## src/rtl/bram_result_writer.sv

```systemverilog
// bram_result_writer: packs a stream of per-core result lanes into BRAM1 rows.
// Four RES_WIDTH lanes form one DWIDTH_2 row (lane 0 in the LSBs). A run of
// run_count_i rows is written to consecutive BRAM1 addresses starting at
// base_addr_i, wrapping at the top of the memory. Status flags mirror the
// BRAM0 read accessor so the controller can treat both sides alike.
module bram_result_writer #(
  parameter int CNT_BIT   = 31,
  parameter int DWIDTH_2  = 64,
  parameter int RES_WIDTH = 16,
  parameter int AWIDTH    = 8,
  parameter int MEM_SIZE  = 256
) (
  input  logic                 clk,
  input  logic                 reset,
  input  logic                 start_run_i,
  input  logic [CNT_BIT-1:0]   run_count_i,
  input  logic [AWIDTH-1:0]    base_addr_i,
  input  logic                 s_valid_i,
  input  logic [RES_WIDTH-1:0] s_data_i,
  output logic                 s_ready_o,
  output logic                 idle_o,
  output logic                 write_o,
  output logic                 done_o,
  output logic [AWIDTH-1:0]    addr_b1_o,
  output logic                 ce_b1_o,
  output logic                 we_b1_o,
  output logic [DWIDTH_2-1:0]  d_b1_o
);

  // Only lanes 0..2 need holding; lane 3 goes straight from the input into
  // the row written to BRAM1.
  localparam int PACK_W = DWIDTH_2 - RES_WIDTH;

  // Addresses wrap at the BRAM1 depth, which is a power of two.
  localparam logic [AWIDTH-1:0]  ADDR_MASK = AWIDTH'(MEM_SIZE - 1);
  localparam logic [CNT_BIT-1:0] CNT_ONE   = CNT_BIT'(1);

  typedef enum logic [1:0] {
    IDLE = 2'd0,
    RUN  = 2'd1,
    DONE = 2'd2
  } state_t;

  state_t state;
  state_t state_next;

  logic [1:0]         lane_cnt;
  logic [CNT_BIT-1:0] row_cnt;
  logic [CNT_BIT-1:0] run_count_q;
  logic [AWIDTH-1:0]  base_q;
  logic [PACK_W-1:0]  pack_q;

  logic               start_accept;
  logic               lane_accept;
  logic               row_complete;
  logic               last_row;
  logic [AWIDTH-1:0]  row_addr;

  // Next-state logic plus the handshake events that drive the datapath.
  always_comb begin
    state_next   = state;
    start_accept = 1'b0;
    lane_accept  = 1'b0;
    row_complete = 1'b0;
    last_row     = (row_cnt == (run_count_q - CNT_ONE));
    row_addr     = (base_q + row_cnt[AWIDTH-1:0]) & ADDR_MASK;
    case (state)
      IDLE: begin
        if (start_run_i) begin
          start_accept = 1'b1;
          state_next   = (run_count_i == '0) ? DONE : RUN;
        end
      end
      RUN: begin
        lane_accept  = s_valid_i;
        row_complete = s_valid_i && (lane_cnt == 2'd3);
        if (row_complete && last_row) begin
          state_next = DONE;
        end
      end
      DONE: begin
        state_next = IDLE;
      end
      default: begin
        state_next = IDLE;
      end
    endcase
  end

  // Status flags decoded from state; a DONE cycle counts as writing only when
  // it carries the final row's write pulse.
  always_comb begin
    idle_o    = 1'b0;
    s_ready_o = 1'b0;
    done_o    = 1'b0;
    write_o   = 1'b0;
    case (state)
      IDLE: idle_o = 1'b1;
      RUN: begin
        s_ready_o = 1'b1;
        write_o   = 1'b1;
      end
      DONE: begin
        done_o  = 1'b1;
        write_o = ce_b1_o;
      end
      default: idle_o = 1'b0;
    endcase
  end

  // State register.
  always_ff @(posedge clk) begin
    if (reset) begin
      state <= IDLE;
    end else begin
      state <= state_next;
    end
  end

  // Run parameters, lane/row counters and the partial-row pack register.
  always_ff @(posedge clk) begin
    if (reset) begin
      run_count_q <= '0;
      base_q      <= '0;
      lane_cnt    <= '0;
      row_cnt     <= '0;
      pack_q      <= '0;
    end else if (start_accept) begin
      run_count_q <= run_count_i;
      base_q      <= base_addr_i;
      lane_cnt    <= '0;
      row_cnt     <= '0;
      pack_q      <= '0;
    end else if (lane_accept) begin
      lane_cnt <= lane_cnt + 2'd1;
      if (row_complete) begin
        row_cnt <= row_cnt + CNT_ONE;
        pack_q  <= '0;
      end else begin
        case (lane_cnt)
          2'd0:    pack_q[0 +: RES_WIDTH]           <= s_data_i;
          2'd1:    pack_q[RES_WIDTH +: RES_WIDTH]   <= s_data_i;
          2'd2:    pack_q[2*RES_WIDTH +: RES_WIDTH] <= s_data_i;
          default: pack_q <= pack_q;
        endcase
      end
    end
  end

  // BRAM1 port: a one-cycle write pulse per completed row, all-zero otherwise.
  always_ff @(posedge clk) begin
    if (reset) begin
      ce_b1_o   <= 1'b0;
      we_b1_o   <= 1'b0;
      addr_b1_o <= '0;
      d_b1_o    <= '0;
    end else if (row_complete) begin
      ce_b1_o   <= 1'b1;
      we_b1_o   <= 1'b1;
      addr_b1_o <= row_addr;
      d_b1_o    <= {s_data_i, pack_q};
    end else begin
      ce_b1_o   <= 1'b0;
      we_b1_o   <= 1'b0;
      addr_b1_o <= '0;
      d_b1_o    <= '0;
    end
  end

endmodule

```

## config.mk

```make
export PLATFORM = sky130hd
export DESIGN_NAME = bram_result_writer
export DESIGN_NICKNAME = d
export VERILOG_FILES = /design/src/rtl/bram_result_writer.sv
export SDC_FILE = /design/constraint.sdc
export NUM_CORES = 1
export LEC_CHECK = 0
export ABC_AREA = 1
export ABC_CLOCK_PERIOD_IN_PS = 2540
export CAP_MARGIN = 20
export CORE_MARGIN = 2
export CORE_UTILIZATION = 45
export CTS_CLUSTER_SIZE = 16
export DETAILED_ROUTE_END_ITERATION = 8
export PLACE_DENSITY = 0.69
export SLEW_MARGIN = 20
export SYNTH_ARGS = -nofsm -noshare
export SYNTH_HDL_FRONTEND = slang
export SYNTH_SLANG_ARGS = --single-unit
```

## constraint.sdc

```tcl
create_clock -name clk -period 2.54 [get_ports clk]
set_input_delay 0.381 -clock clk [delete_from_list [all_inputs] [get_ports clk]]
set_output_delay 0.381 -clock clk [all_outputs]
set_load 0.02 [all_outputs]
```

==> results of run 1 <==
-- power breakdown --
group | switching, mW | leakage [nW] | internal (mW)
clock | 1.45 | 0.303 | 1.38
combinational | 0.692 | 2.40 | 0.413
sequential | 0.101 | 1.58 | 3.15
total | 2.24 | 4.29 | 4.94
-- cell usage after synthesis (16+ instances only) --
master / n
a21oi_1: 96
clkbuf_1: 36
dfxtp_1: 195
ha_1: 16
inv_1: 143
nand2_1: 179
nand3_1: 39
nand4_1: 21
nor2_1: 209
o21ai_0: 107
xnor2_1: 17
xor2_1: 16
-- registers in the layout, summed over array words and instances, names as in the netlist --
register,cells
row_cnt,31
run_count_q,31
pack_q,48
base_q,8
state,2
addr_b1_o,8
lane_cnt,2
d_b1_o,64
we_b1_o,1
-- worst max-delay path, stage by stage, from the launching register on --
cell	delay (ps)
dfxtp_1	320
inv_1	90
ha_2	240
inv_1	70
a21boi_0	170
clkdlybuf4s50_1	630
-- final cells by class --
type                       count  area (um^2)
fill                        1670         7840
sequential                   195         3900
multi-input combinational    762         3840
timing repair buffer         153         1510
inverter                     148          556
clock buffer                  17          425
tap                          234          293
clock inverter                15          214
-- layer usage --
layer | part of all wire [%] | vias to the layer above | track usage (%)
met5 | 0 | - | 0
met4 | 1.4 | 0 | 6.32
met3 | 4.7 | 24 | 5.10
met2 | 48 | 153 | 37.7
met1 | 46 | 3485 | 28.4
li1 | - | 3913 | -
-- timing repair --
item,in CTS,in global routing
endpoints found under the hold margin,0,0
buffers inserted,0,1
setup endpoints to repair,0,3
resized for setup,0,4
-- kinds of logic after synthesis --
family | count (synthesis) | synth area share, %
xor+xnor | 33 | 3.43
compound gates | 211 | 12.7
fa+ha+maj | 17 | 2.61
flops | 195 | 46.3
buf+inv | 190 | 8.51
simple gates | 501 | 26.5
-- worst paths after layout --
path,start,end,slack (ps),cells past startpoint
min,pack_q[26],d_b1_o[26],420,2
min reg2reg,pack_q[26],d_b1_o[26],420,2
max reg2reg,state[1],row_cnt[26],320,15
max,state[1],write_o,190,5
==> out/qor.csv, run 1 <==
metric,value,unit
fin_skew,15.6,ps
crit_required,2160,ps
layout_common_cells,"nor2_1 (203), dfxtp_1 (195), nand2_1 (179), inv_1 (143), clkdlybuf4s50_1 (136)",
yosys_most_used_dff,dfxtp_1,
drc,0,
synth_area_per_cell,7.36,um^2
cts_buffers,17,
die-area,0.0199,mm^2
dieWidth,141,um
fmax,0.425,GHz
core,0.0186,mm^2
htree_levels,4,
pre_cts_ws,76.6,ps
syn_area,0.00844,mm^2
power_density,669,mW/mm^2
rows,50,
drt_iter0_drc,442,
p_leak,4.29,nW
grt_pass1_vias,7131,
synth-async-reset-ratio,0,%
post_drt_wl_per_cell,14.1,um
tightest_slew,467,ps
dp_cells,1491,
dr.pass1.iters,5,
portBuffers,136,
ys_ff_latch,195,
power.total,7.18,mW
overflow,0,
setup_viol,0,
area_delta_synth_final,27.4,%
yosysTopAreaCellShare,46.3,%
gp_congestion,0.923,
routed_wl,21500,um
start_util,45.4,%
period_share,92.7,%
cts_hold_buf,0,
final_util,57.8,%
grt_pass1_wl,35400,um
ys_types,34,
grt_usage,22.2,%
nNetsFinal,1353,
synth_top_cells_by_area,"dfxtp_1 (46%), nor2_1 (9.3%), nand2_1 (8.0%), inv_1 (6.4%), o21ai_0 (6.3%)",
cts_tree,done,
cp-end-kind,primary output,
ys_warn_count,0,
routed-via-count,7575,
outcome,"complete, no violations",
die_h,141,um
antenna_found_initial,0,
synthCells,1147,
vias_per_cell,4.97,
dpl_cell_area,0.0101,mm^2
cts-root-buf,clkbuf_16,
ant_nets,0,
rsz0062_at_grt,false,
hold_viol_final,0,
synth_seq_area_share,46.3,%
crit_path_max_fanout,4,
num_io_pins,137,
layout_setup_ws,186,ps
whs,423,ps
critPathLaunchType,flop,
syn_nets,1223,
diodes,0,
period_needed,2350,ps
synth_edf_count,0,
final_common_cell,nor2_1,
clockBufferDepth,2,
hpwlAfterDp,15600,um
clk_pin_slew,80,ps
worstSkewPairLatency,450,ps
peakVddDrop,445,uV
relSlewSlack,68.6,%
crit_arrival,1970,ps
grt_max_degree,68,
cts.sinks,195,
hold_path_class,reg2reg,
drive_gt1_share,7.36,%
yosys.area.top_type,dfxtp_1,
design_area,0.0107,mm^2
tns,0,ps
finalMaxSlewViolations,0,
fin_cells,1524,
cap_violations,0,
path_class,reg2out,
Note: power is estimated with default switching activity, not from simulation.
==> run 2, diff against run 1 <==
--- a/config.mk
+++ b/config.mk
@@ -5,7 +5,6 @@
 export SDC_FILE = /design/constraint.sdc
 export NUM_CORES = 1
 export LEC_CHECK = 0
-export ABC_AREA = 1
 export ABC_CLOCK_PERIOD_IN_PS = 2540
 export CAP_MARGIN = 20
 export CORE_MARGIN = 2
==> run 2 against run 1 <==
The flow now finishes with violations (setup timing). Critical path type is now reg2reg. Maximum frequency decreased by 13%. Wire length decreased by 1.5%. Sequential power decreased by 2%.
==> out/qor.csv, run 2 <==
metric,value,unit,change
start_util,45.5,%,+0.068 points
power_density,655,mW/mm^2,-2.0%
num_io_pins,137,,unchanged
ys_types,62,,+82%
pre_cts_ws,-240,ps,-316 ps
yosysTopAreaCellShare,48.3,%,+2.0 points
grt_usage,22.1,%,-0.065 points
portBuffers,136,,unchanged
synth_seq_area_share,48.3,%,+2.0 points
worstSkewPairLatency,420,ps,-30 ps
cts-root-buf,clkbuf_16,,
crit_path_max_fanout,7,,+3
outcome,finished with violations,,
p_leak,4.33,nW,+0.95%
syn_nets,1007,,-18%
htree_levels,4,,unchanged
ant_nets,0,,unchanged
dpl_cell_area,0.0102,mm^2,+1.6%
synthCells,931,,-19%
hpwlAfterDp,15200,um,-2.8%
dp_cells,1323,,-11%
crit_arrival,3030,ps,+1060 ps
dieWidth,138,um,-2.0%
synth_edf_count,0,,unchanged
largest_reg_flops,64,,unchanged
yosys_most_used_dff,dfxtp_1,,
vias_per_cell,5.22,,+5.1%
synth_area_per_cell,8.68,um^2,+18%
die_h,138,um,-2.0%
hold_viol_final,0,,unchanged
seqCellArea,0.00391,mm^2,+0.13%
rows,49,,-2.0%
cp-end-kind,flop,,
path_class,reg2reg,,
r2r_setup_slack,-180,ps,-500 ps
drt_iter0_drc,387,,-12%
cts_tree,done,,
clk_pin_slew,70,ps,about the same
regMostFlops,d_b1_o,,
diodes,0,,unchanged
dr.pass1.iters,5,,unchanged
gp_congestion,0.957,,+3.7%
cts.sinks,195,,unchanged
fin_skew,8.30,ps,-7.31 ps
rsz0062_at_grt,true,,
area_delta_synth_final,34.5,%,
synthAdderAreaFrac,2.72,%,+0.11 points
design_area,0.0109,mm^2,+1.2%
routed_wl,21200,um,-1.5%
reg.largest.list,"d_b1_o: 64 flops, pack_q: 48 flops",,
fin_cells,1359,,-11%
layout_setup_ws,-176,ps,-362 ps
synth-compound-area-share,11.5,%,-1.2 points
synth-async-reset-ratio,0,%,unchanged
power.total,7.13,mW,-0.82%
path_cells,inv_2 -> ha_4 -> nor4b_4 -> nand2_2 -> or4_4 -> a2111oi_4 -> nand4_1 -> or4_4 -> a2bb2oi_2 -> a32o_1,,
fmax,0.368,GHz,-13%
finalMaxSlewViolations,0,,unchanged
setup_viol,2,,+2
syn_area,0.00809,mm^2,-4.2%
crit_top_cell,or4_4,,
yosysMostFrequentCell,dfxtp_1,,
critPathLaunchType,flop,,
yosys.area.top_type,dfxtp_1,,
drive_gt1_share,13.5,%,+6.2 points
tightest_slew,551,ps,+83.5 ps
violations,setup timing,,
yosys.area_share.xor_xnor,7.47,%,+4.0 points
routed-via-count,7100,,-6.3%
synth-simple-area-share,25.9,%,-0.57 points
muxShareOfSynthArea,0,%,unchanged
worst_path_largest_cell_delay,460,ps,-170 ps
multi_input_area,0.00394,mm^2,+2.6%
grt_pass1_wl,34500,um,-2.7%
cts_hold_buf,0,,unchanged
clockBufferDepth,2,,unchanged
synth_top_cells_by_area,"dfxtp_1 (48%), nand2_1 (7.5%), and3_1 (5.7%), a21oi_1 (5.3%), xor2_1 (3.8%)",,
nNetsFinal,1194,,-12%
die-area,0.0191,mm^2,-4.1%
core,0.0178,mm^2,-4.3%
overflow,0,,unchanged
peakVddDrop,443,uV,-0.34%
crit_path_top_delay_cell,or4_4,,
grt_max_degree,68,,unchanged
whs,449,ps,+26.4 ps
final_common_cell,dfxtp_1,,
synth_top_family_by_area,simple AND/OR/NAND/NOR gates,,
drc,0,,unchanged
period_share,107,%,+14 points
post_drt_wl_per_cell,15.6,um,+10%
grt_pass1_vias,6785,,-4.9%
hold_path_class,reg2reg,,
relSlewSlack,63.3,%,-5.3 points
ys_warn_count,0,,unchanged
ys_ff_latch,195,,unchanged
layout_common_cells,"dfxtp_1 (191), nand2_1 (162), clkdlybuf4s50_1 (135), buf_4 (92), a21oi_1 (86)",,
period_needed,2720,ps,+362 ps
fillers,1595,,-4.5%
cts_buffers,17,,unchanged
cap_violations,0,,unchanged
antenna_found_initial,0,,unchanged
crit_required,2860,ps,+700 ps
synth_common_cells,"dfxtp_1 (195), nand2_1 (162), a21oi_1 (86), and3_1 (74), nor2_1 (63)",,
[run 2: layer usage]
layer	vias up	GRT usage (%)	share of wire, %
li1	3582	-	-
met1	3341	29.8	47
met2	153	37.2	48
met3	24	3.50	3.1
met4	0	6.12	1.7
met5	-	0	0
[run 2: cell families (layout without fill, tap and decap cells)]
logic type,Yosys count,after routing
and+or+nand+nor,415,415
buffers and inverters,84,283
adders and majority gates,17,17
xor gates and xnor gates,69,69
AOI/OAI and AO/OA,151,151
DFF,195,195
[run 2: cell type report]
| type | instances | share of cell area (%) |
|---|---|---|
| Clock inverter | 13 | 1.10 |
| Sequential cell | 195 | 35.9 |
| Tap cell | 229 | 2.63 |
| Multi-Input combinational cell | 652 | 36.2 |
| Clock buffer | 18 | 4.04 |
| Timing Repair Buffer | 231 | 19.4 |
| Inverter | 21 | 0.725 |
[run 2: where the power goes]
part	total (mW)	internal (mW)	switching [mW]
Sequential	3.20	3.13	0.0707
Combinational	1.37	0.653	0.717
Clock	2.55	1.31	1.24
Total	7.13	5.10	2.03
[run 2: critical path: cells and delay by family, from the launching register on]
family / cells / cell delay, ps
and+or+nand+nor: 5 / 1430
AOI/OAI and AO/OA: 3 / 670
DFF: 1 / 320
adders and majority gates: 1 / 130
buffers and inverters: 1 / 60
[run 2: what timing repair did]
action	in CTS	in global routing
setup buffers	5	0
pin swaps	8	1
endpoints found under the hold margin	0	0
setup endpoints to repair	2	3
gates resized for setup	3	5
[run 2: path summary, 6_finish.rpt]
kind | start | endpoint | depth (start not counted)
worst max-delay path | run_count_q[1] | state[0] | 10
worst min-delay path | pack_q[4] | pack_q[4] | 2
worst max register to register | run_count_q[1] | state[0] | 10
worst min register to register | pack_q[4] | pack_q[4] | 2
[run 2: stage by stage]
stage | setup TNS (ps) | utilization, %
floorplan | -285 | -
global placement | -234 | 57.6
detailed placement | -452 | 57.6
CTS | -292 | 61.1
global route | -597 | 61.2
finish | -337 | 61.2
